==> src/rtl/adc_ram_writer_if.sv <==
// adc_ram_writer_if: trigger/sample inputs and RAM write-port outputs of one adc_ram_writer.
interface adc_ram_writer_if #(
  parameter int LANES  = 16,
  parameter int SMP_W  = 10,
  parameter int ADDR_W = 13
);
  logic                   trg;
  logic                   abort;
  logic                   smp_vld;
  logic [SMP_W-1:0]       smp_dat;
  logic                   ram_wen;
  logic [ADDR_W-1:0]      ram_wadrs;
  logic [LANES*SMP_W-1:0] ram_wdat;
  logic                   busy;
  logic                   done;
  logic                   ovf;
  modport master (
    output trg, abort, smp_vld, smp_dat,
    input  ram_wen, ram_wadrs, ram_wdat, busy, done, ovf
  );
  modport slave (
    input  trg, abort, smp_vld, smp_dat,
    output ram_wen, ram_wadrs, ram_wdat, busy, done, ovf
  );
endinterface

==> src/rtl/adc_ram_writer.sv <==
// adc_ram_writer: packs 10-bit ADC samples 16 per word and writes one DEPTH-word frame from address 0.
// Define ADC_RAM_WRITER_TESTPAT_EN to replace sample data with an internal per-frame ramp.
module adc_ram_writer #(
  parameter int LANES  = 16,
  parameter int SMP_W  = 10,
  parameter int ADDR_W = 13,
  parameter int DEPTH  = 5120
) (
  input  logic           clk_250MHz,
  input  logic           rst_n,
  adc_ram_writer_if.slave bus
);
  localparam int LW = $clog2(LANES);
  localparam int WW = ADDR_W + 1;
  localparam int DW = LANES * SMP_W;
  typedef enum logic [1:0] {IDLE, CAPTURE, FLUSH, DONE} state_t;
  state_t            state_q, state_d;
  logic              trg_q;
  logic [LW-1:0]     lane_q, lane_d;
  logic [WW-1:0]     word_q, word_d;
  logic [DW-1:0]     pack_q, pack_d;
  logic              wen_q, wen_d;
  logic [ADDR_W-1:0] wadrs_q, wadrs_d;
  logic [DW-1:0]     wdat_q, wdat_d;
  logic              busy_q, busy_d;
  logic              done_q, done_d;
  logic              ovf_q, ovf_d;
  logic [SMP_W-1:0]  smp;
  logic              trg_edge;
  assign trg_edge = bus.trg & ~trg_q;
`ifdef ADC_RAM_WRITER_TESTPAT_EN
  logic [SMP_W-1:0] ramp_q, ramp_d;
  assign smp = ramp_q;
  // Ramp value is irrelevant in IDLE, so holding it at zero there gives the clear-on-frame-start.
  always_comb
    ramp_d = (state_q == IDLE) ? '0 :
             (state_q == CAPTURE && bus.smp_vld && !bus.abort) ? ramp_q + 1'b1 : ramp_q;
  always_ff @(posedge clk_250MHz or negedge rst_n)
    if (!rst_n) ramp_q <= '0;
    else        ramp_q <= ramp_d;
`else
  assign smp = bus.smp_dat;
`endif
  always_comb begin
    state_d = state_q;
    lane_d  = lane_q;
    word_d  = word_q;
    pack_d  = pack_q;
    ovf_d   = ovf_q;
    case (state_q)
      IDLE:
        if (trg_edge && !bus.abort) begin
          state_d = CAPTURE;
          lane_d  = '0;
          word_d  = '0;
          ovf_d   = 1'b0;
        end
      CAPTURE:
        if (bus.abort) state_d = IDLE;
        else if (bus.smp_vld) begin
          pack_d[lane_q*SMP_W +: SMP_W] = smp;
          lane_d  = lane_q + 1'b1;
          state_d = (lane_q == LW'(LANES-1)) ? FLUSH : CAPTURE;
        end
      FLUSH: begin
        word_d  = word_q + 1'b1;
        lane_d  = '0;
        ovf_d   = ovf_q | bus.smp_vld;
        state_d = bus.abort ? IDLE : (word_q + 1'b1 == WW'(DEPTH)) ? DONE : CAPTURE;
      end
      default: state_d = IDLE;
    endcase
    wen_d   = (state_d == FLUSH);
    wadrs_d = (state_d == FLUSH) ? word_q[ADDR_W-1:0] : wadrs_q;
    wdat_d  = (state_d == FLUSH) ? pack_d : wdat_q;
    busy_d  = (state_d == CAPTURE);
    done_d  = (state_d == DONE);
  end
  always_ff @(posedge clk_250MHz or negedge rst_n)
    if (!rst_n) begin
      state_q <= IDLE;
      trg_q   <= 1'b0;
      lane_q  <= '0;
      word_q  <= '0;
      pack_q  <= '0;
      wen_q   <= 1'b0;
      wadrs_q <= '0;
      wdat_q  <= '0;
      busy_q  <= 1'b0;
      done_q  <= 1'b0;
      ovf_q   <= 1'b0;
    end else begin
      state_q <= state_d;
      trg_q   <= bus.trg;
      lane_q  <= lane_d;
      word_q  <= word_d;
      pack_q  <= pack_d;
      wen_q   <= wen_d;
      wadrs_q <= wadrs_d;
      wdat_q  <= wdat_d;
      busy_q  <= busy_d;
      done_q  <= done_d;
      ovf_q   <= ovf_d;
    end
  assign bus.ram_wen   = wen_q;
  assign bus.ram_wadrs = wadrs_q;
  assign bus.ram_wdat  = wdat_q;
  assign bus.busy      = busy_q;
  assign bus.done      = done_q;
  assign bus.ovf       = ovf_q;
endmodule

==> src/flat_wrapper.sv <==
// flat-port wrapper written by rule: the top's interface ports become plain ports
module adc_ram_writer_flat 
#(
  parameter int LANES  = 16,
  parameter int SMP_W  = 10,
  parameter int ADDR_W = 13,
  parameter int DEPTH  = 5120
)
  (clk_250MHz, rst_n, bus_trg, bus_abort, bus_smp_vld, bus_smp_dat, bus_ram_wen, bus_ram_wadrs, bus_ram_wdat, bus_busy, bus_done, bus_ovf);
  adc_ram_writer_if #(.LANES(LANES), .SMP_W(SMP_W), .ADDR_W(ADDR_W)) bus_i ();
  input  logic clk_250MHz;
  input  logic rst_n;
  input wire logic [$bits(bus_i.trg)-1:0] bus_trg;
  input wire logic [$bits(bus_i.abort)-1:0] bus_abort;
  input wire logic [$bits(bus_i.smp_vld)-1:0] bus_smp_vld;
  input wire logic [$bits(bus_i.smp_dat)-1:0] bus_smp_dat;
  output wire logic [$bits(bus_i.ram_wen)-1:0] bus_ram_wen;
  output wire logic [$bits(bus_i.ram_wadrs)-1:0] bus_ram_wadrs;
  output wire logic [$bits(bus_i.ram_wdat)-1:0] bus_ram_wdat;
  output wire logic [$bits(bus_i.busy)-1:0] bus_busy;
  output wire logic [$bits(bus_i.done)-1:0] bus_done;
  output wire logic [$bits(bus_i.ovf)-1:0] bus_ovf;
  assign bus_i.trg = bus_trg;
  assign bus_i.abort = bus_abort;
  assign bus_i.smp_vld = bus_smp_vld;
  assign bus_i.smp_dat = bus_smp_dat;
  assign bus_ram_wen = bus_i.ram_wen;
  assign bus_ram_wadrs = bus_i.ram_wadrs;
  assign bus_ram_wdat = bus_i.ram_wdat;
  assign bus_busy = bus_i.busy;
  assign bus_done = bus_i.done;
  assign bus_ovf = bus_i.ovf;
  adc_ram_writer #(.LANES(LANES), .SMP_W(SMP_W), .ADDR_W(ADDR_W), .DEPTH(DEPTH)) u_core (.clk_250MHz(clk_250MHz), .rst_n(rst_n), .bus(bus_i));
endmodule
==> config.mk <==
export PLATFORM = sky130hd
export DESIGN_NAME = adc_ram_writer_flat
export DESIGN_NICKNAME = d
export VERILOG_FILES = /design/src/rtl/adc_ram_writer_if.sv /design/src/rtl/adc_ram_writer.sv /design/src/flat_wrapper.sv
export SDC_FILE = /design/constraint.sdc
export NUM_CORES = 1
export LEC_CHECK = 0
export CAP_MARGIN = 20
export CORE_ASPECT_RATIO = 0.9
export CORE_MARGIN = 1
export CORE_UTILIZATION = 48
export DETAILED_ROUTE_END_ITERATION = 8
export GPL_ROUTABILITY_DRIVEN = 0
export GPL_TIMING_DRIVEN = 0
export PLACE_DENSITY = 0.78
export SKIP_CTS_REPAIR_TIMING = 1
export SLEW_MARGIN = 10
export SYNTH_ARGS = -nofsm -noshare
export SYNTH_HDL_FRONTEND = slang
export SYNTH_SLANG_ARGS = --single-unit
export TNS_END_PERCENT = 1
==> constraint.sdc <==
create_clock -name clk_250MHz -period 5.1 [get_ports clk_250MHz]
set_input_delay 1.275 -clock clk_250MHz [delete_from_list [all_inputs] [get_ports clk_250MHz]]
set_output_delay 1.275 -clock clk_250MHz [all_outputs]
set_load 0.02 [all_outputs]
After elaboration in Yosys (flattened, before gate mapping)
Index checks and enable logic that the tools add are counted.
{ "totals": {"output_inout_bits": 177, "romBits": 0, "inputBits": 15, "ramBits": 0, "latch_bits": 0, "elab_cells": 56, "ff_bits": 358, "mem_count": 0} }
{ "op_classes": {"magnitude_cmp": 0, "add_sub_neg": 3, "n_eq_ne": 10, "n_mux": 19, "reduce_logical": 7, "div_mod_pow": 0, "n_shift": 2, "bitwise": 3, "n_mul": 1} }
{ "ops": {"columns": ["operator", "n"], "rows": [
  ["160-bit two-way mux", 3],
  ["160-bit bitwise mux", 1],
  ["10-bit by 34-bit variable shift with 160-bit output, first input constant", 1],
  ["10-bit by 34-bit variable part select with 160-bit output", 1],
  ["8-bit negator with 34-bit output", 1],
  ["14-bit case mux with 2 select lines", 1],
  ["14-bit by 1-bit adder with 14-bit output, second input constant", 1],
  ["14-bit by 13-bit equality test with 1-bit output, second input constant", 1],
  ["14-bit two-way mux", 1],
  ["2-bit two-way mux", 6],
  ["4-bit two-way mux", 3],
  ["4-bit case mux with 3 select lines", 1],
  ["4-bit by 3-bit multiplier with 7-bit output, second input constant", 1],
  ["2-bit equality test, second input constant", 3],
  ["2-bit case mux with 3 select lines", 1],
  ["4-bit by 1-bit adder with 4-bit output, second input constant", 1],
  ["2-bit by 1-bit equality test with 1-bit output, second input constant", 2],
  ["4-bit equality test, second input constant", 1],
  ["2-bit != test, second input constant", 2],
  ["4-bit AND reduction", 1],
  ["3-bit nonzero test", 1],
  ["2-bit zero test", 1],
  ["2-bit by 1-bit != test with 1-bit output, second input constant", 1],
  ["1-bit case mux with 2 select lines", 1],
  ["8 further kinds", 8]
]} }

Depth between registers and ports, before layout
Gate-level depths: netlist of run 1.
{ "logic_depth": {"word_depth": 7, "mapped_depth": 14, "mapped_depth_nobuf": 13} }

Worst setup path before layout of run 1
Ideal clock, no wire load.
{ "synth_path": {"path_kind": "reg-to-reg", "start": "register u_core.lane_q[1]", "end": "register u_core.wdat_q[72] (netlist: u_core.bus.ram_wdat[72])", "setup_ps": 125, "n_path_buf": 0, "required_time_ps": 4975, "arrival_time_ps": 3744, "path_stages_with_launch": 13, "period_less_slack_ps": 3869, "path_slack_ps": 1231, "path_cell_list": "dfrtp_1 ha_1 ha_1 inv_1 fa_1 xnor2_2 nor3_1 ha_1 nand2_1 a211oi_1 a21boi_0 mux2_2 mux2_2"} }
{ "synth_via": {"elab_chain_len": 7, "elab_cells_between_ends": 14, "classes_between": "add/sub: 1; mul: 1; eq/ne: 2; shift: 2; mux: 8"} }
{ "synth_rtl": {"columns": ["element", "line_no", "rtl"], "rows": [
  ["start: declaration", "adc_ram_writer.sv:19", "logic [LW-1:0] lane_q, lane_d;"],
  ["start signal: assignment", "adc_ram_writer.sv:95", "lane_q <= lane_d;"],
  ["4-bit by 3-bit multiplier with 7-bit output *", "adc_ram_writer.sv:61", "pack_d[lane_q*SMP_W +: SMP_W] = smp;"],
  ["8-bit negator with 34-bit output *", "adc_ram_writer.sv:61", null],
  ["10-bit by 34-bit variable part select with 160-bit output / 10-bit by 34-bit variable shift with 160-bit output (equally long branches)", "adc_ram_writer.sv:61", null],
  ["160-bit bitwise mux *", "adc_ram_writer.sv:61", null],
  ["160-bit two-way mux *", "adc_ram_writer.sv:60", "else if (bus.smp_vld) begin"],
  ["160-bit two-way mux *", "adc_ram_writer.sv:59", "if (bus.abort) state_d = IDLE;"],
  ["160-bit two-way mux *", "adc_ram_writer.sv:50", "case (state_q)"],
  ["net u_core.pack_d[72]", "adc_ram_writer.sv:21", "logic [DW-1:0] pack_q, pack_d;"],
  ["end signal: assignment", "adc_ram_writer.sv:100", "wdat_q <= wdat_d;"],
  ["end: declaration", "adc_ram_writer.sv:24", "logic [DW-1:0] wdat_q, wdat_d;"]
]} }
Mark *: on every way through the listed nets, which the timed path passes. The rest lies on a longest branch.
A chain may end at the register's enable or synchronous reset.

Final worst setup path of run 1
{ "layout_path": {"start": "register u_core.lane_q[1]", "end": "register u_core.wdat_q[66] (netlist: u_core.bus.ram_wdat[66])"} }
{ "layout_via": {"elab_chain_len": 7, "elab_cells_between_ends": 14, "classes_between": "add/sub: 1; mul: 1; eq/ne: 2; shift: 2; mux: 8"} }
{ "layout_rtl": {"columns": ["element", "line_no"], "rows": [
  ["4-bit by 3-bit multiplier with 7-bit output", "adc_ram_writer.sv:61"],
  ["8-bit negator with 34-bit output", "adc_ram_writer.sv:61"],
  ["10-bit by 34-bit variable part select with 160-bit output / 10-bit by 34-bit variable shift with 160-bit output (equally long branches)", "adc_ram_writer.sv:61"],
  ["160-bit bitwise mux", "adc_ram_writer.sv:61"],
  ["160-bit two-way mux", "adc_ram_writer.sv:60"],
  ["160-bit two-way mux", "adc_ram_writer.sv:59"],
  ["160-bit two-way mux", "adc_ram_writer.sv:50"]
]} }
Several ways; a longest one is shown, not always the timed one.

==> results of run 1 <==
-- routing by layer --
metal / share of wire / vias up
li1: - / 6008
met1: 0.41 / 6789
met2: 0.44 / 889
met3: 0.11 / 221
met4: 0.045 / 0
met5: 0 / -
-- worst reg2reg max path, delay by kind of cell (launching register included) --
kind	cells	cell delay [ns]
adder cells (fa/ha/maj)	4	1.21
AND/OR/NAND/NOR	3	0.67
AO/OA/AOI/OAI	2	0.79
buffers and inverters	4	1.23
XOR/XNOR	1	0.39
flip-flops	1	0.53
-- stage by stage --
step / instances / setup TNS [ns] / total power [uW]
after floorplan: 1497 / 0 / 3987
after global placement: 2150 / -4266.32 / 4523
after detailed placement: 2153 / 0 / 4562
after CTS: 2220 / 0 / 7359
after global routing: 2222 / 0 / 7649
final: 2222 / 0 / 7452
-- final cells by class --
cell class / instances / area, sq um / share of cell area
flip-flops and latches: 358 / 8959 / 0.4304
multi-input cells: 1029 / 7521 / 0.3613
repair buffers: 196 / 2014 / 0.09678
clock buffers: 51 / 1101 / 0.05290
well taps: 462 / 578.1 / 0.02777
plain buffers: 90 / 395.4 / 0.01899
clock inverters: 16 / 171.4 / 0.008235
inverters: 20 / 75.07 / 0.003607
-- power by group --
group          switching, uW  total [uW]  internal (uW)
registers               23.3        2910           2890
clock network           1130        2810           1670
logic                   1300        1740            438
-- layout by cell type (no fill, tap or decap), drive strengths merged, types with 12 or more instances in the layout --
cell type	count
dfrtp	358
clkbuf	103
mux2i	18
nor2	87
a21oi	41
nand2	148
clkdlybuf4s50	190
nand3	53
mux2	231
nor3	45
and2	12
o21ai	56
o32ai	22
nor4	12
inv	22
o31ai	30
buf	44
o22ai	23
nand4	31
a31oi	28
-- worst paths after layout --
| check | depth (start not counted) | end | slack [ns] | start |
|---|---|---|---|---|
| min reg2reg | 2 | u_core.pack_q[125] | 0.47 | u_core.pack_q[125] |
| max reg2reg | 14 | u_core.bus.ram_wdat[66] | 0.15 | u_core.lane_q[1] |
| min | 2 | u_core.pack_q[125] | 0.47 | u_core.pack_q[125] |
| max | 14 | u_core.bus.ram_wdat[66] | 0.15 | u_core.lane_q[1] |
| min in group asynchronous | 1 | u_core.bus.ram_wadrs[3] | 0.67 | rst_n |
| max in group asynchronous | 3 | u_core.bus.ram_wdat[61] | 3.13 | rst_n |
-- Yosys cell counts, types with 4 or more instances --
library cell	count	area, sq um
o22a_1	4	35.03
o32ai_1	21	183.9
or2_2	8	50.05
o21a_1	7	52.55
and4_1	5	43.79
o21ai_0	52	260.3
mux2i_1	18	180.2
dfrtp_1	358	8959
ha_1	9	112.6
nand3_1	52	260.3
o22ai_1	21	131.4
clkbuf_1	51	191.4
a22oi_1	4	30.03
o2111ai_1	4	35.03
and2_1	12	75.07
a2bb2oi_1	5	43.79
o211ai_1	11	82.58
nor3b_1	7	52.55
and3_1	11	68.82
mux2_1	4	45.04
nor3_1	40	200.2
buf_1	9	33.78
xnor2_1	8	70.07
nand2_1	148	555.5
a21oi_1	41	205.2
nand3b_1	4	30.03
a22o_1	4	35.03
nor4_1	8	50.05
a31oi_1	27	168.9
nor2_1	87	326.6
a32oi_1	6	52.55
nand2b_1	8	50.05
o2bb2ai_1	6	52.55
buf_4	5	37.54
xor2_1	4	35.03
o31ai_1	29	217.7
mux2_2	227	2556
nand4_1	31	193.9
a21o_1	4	30.03
inv_1	17	63.81
nor2b_1	8	50.05
nor4_2	4	50.05
buf_2	23	115.1
or3_1	7	43.79
-- cells by family after synthesis --
group                    count (synthesis)  synth area share
AO/OA/AOI/OAI                          294            0.1240
XOR/XNOR                                15          0.009752
adder cells (fa/ha/maj)                 10          0.007831
buffers and inverters                  110           0.02770
flip-flops                             358            0.5290
multiplexers                           249            0.1642
AND/OR/NAND/NOR                        461            0.1376
-- sequential cells by signal, indices dropped and copies added, names as in the netlist --
register / cells
u_core.word_q: 14
u_core.trg_q: 1
u_core.bus.done: 1
u_core.bus.ram_wdat: 160
u_core.pack_q: 160
u_core.bus.busy: 1
u_core.bus.ram_wadrs: 13
u_core.bus.ovf: 1
u_core.state_q: 2
u_core.lane_q: 4
u_core.bus.ram_wen: 1
==> out/results.ini, run 1 <==
[setup_path]
crit_path_start_kind=register
slowest_delay_ns=0.66
crit_required_ns=5.48
worstPathCellList=ha_1, ha_1, inv_1, fa_1, xnor2_2, nor3_1, ha_1, clkbuf_1, a21oi_1, clkbuf_1, buf_2, nand2_1, nor3_1, o31ai_1
critical_path.top_delay_family=buffers and inverters
arrival_ns=5.34
critical_path.slowest_cell=a21oi_1
cp_max_fo=10
cp-end-kind=register
cp_common_cell=ha_1
crit_buf_inv=4
criticalPathCategory=register to register

[yosys]
synth_cells=1497
syn_area_sq_mm=0.01694
syn_nets=1522
ys_types=91
ys_ff_latch=358
syn_avg_cell_area_sq_um=11.31
ys_seq_area_frac=0.5290
ys_warn_count=0
synthArstFlopShare=1.000
synth_edf_count=0
synth_ff_type=dfrtp_1

[cts]
cts_sinks=358
clk_pin_slew_ns=0.06
cts_buffers=38
worstSkewPairLatency_ns=0.54
cts_tree=built
h-tree-depth=2
root_buffer=clkbuf_16
cts_buffer_depth=3

[route]
drt_first_iter_violations=1975
routed_via_density=6.259
dr.pass1.iters=9
postRouteAntennaNets=0
wl_per_cell_microns=23.14
drt_wl_total_microns=51420
drc=99
via_count=13910

[sta]
setup_viol=0
rsz0062_at_grt=no
period_share=0.9714
layout_setup_ws_ns=0.1461
maxSlewHeadroom=0.2001
finClkSkew_ns=0.01519
maxSlewViolCount=0
min_period_ns=4.954
fin_hold_ws_ns=0.4690
max_freq_ghz=0.2019
tightest_slew_ns=1.192
hold_viol=0

[floorplan]
core_sq_mm=0.03435
num_rows=64
die_width_microns=200
initial_core_util=0.4930
die_area_sq_mm=0.03604
die_h_microns=180.2
num_io_pins=192

[worst_hold_path]
hold_path.class=register to register

[global_route]
grt_util_met1=0.3945
grt-ovfl-total=0
grt_antenna_before_repair=0
busiest_layer=met2
met2_usage=0.4314
grt_usage=0.2869
grt_pass1_wl_microns=79440
met3_usage=0.07805
grt_pass1_vias=13850
grt_max_degree=113

[final_layout]
drive_gt1_frac=0.2108
antennaDiodeCount=0
nFillCells=2676
final_area_sq_mm=0.02082
utilization=0.6059
nets=1758
area_delta_synth_final_pct=22.90

[run]
timing.max_cap.violations=0

[place]
hpwl_microns=37130
dpl_cell_area_sq_mm=0.01952
post-place-ws_ns=0.1614
port_buffers=191

[pwr]
leakagePower_uw=0.009413
p_per_area_mw_per_mm2=358.0
vdd.ir_drop.worst_mv=0.2544

[outcome]
status=finished, violations left
violations=design-rule violations

Note: power is estimated with default switching activity, not from simulation.
==> inputs of run 2 (changes only) <==
--- a/config.mk
+++ b/config.mk
@@ -18,4 +18,4 @@
 export SYNTH_ARGS = -nofsm -noshare
 export SYNTH_HDL_FRONTEND = slang
 export SYNTH_SLANG_ARGS = --single-unit
-export TNS_END_PERCENT = 1
+export TNS_END_PERCENT = 20
==> results of run 2 <==
Same layout as run 1: the final DEF is identical, and so are final timing and power.
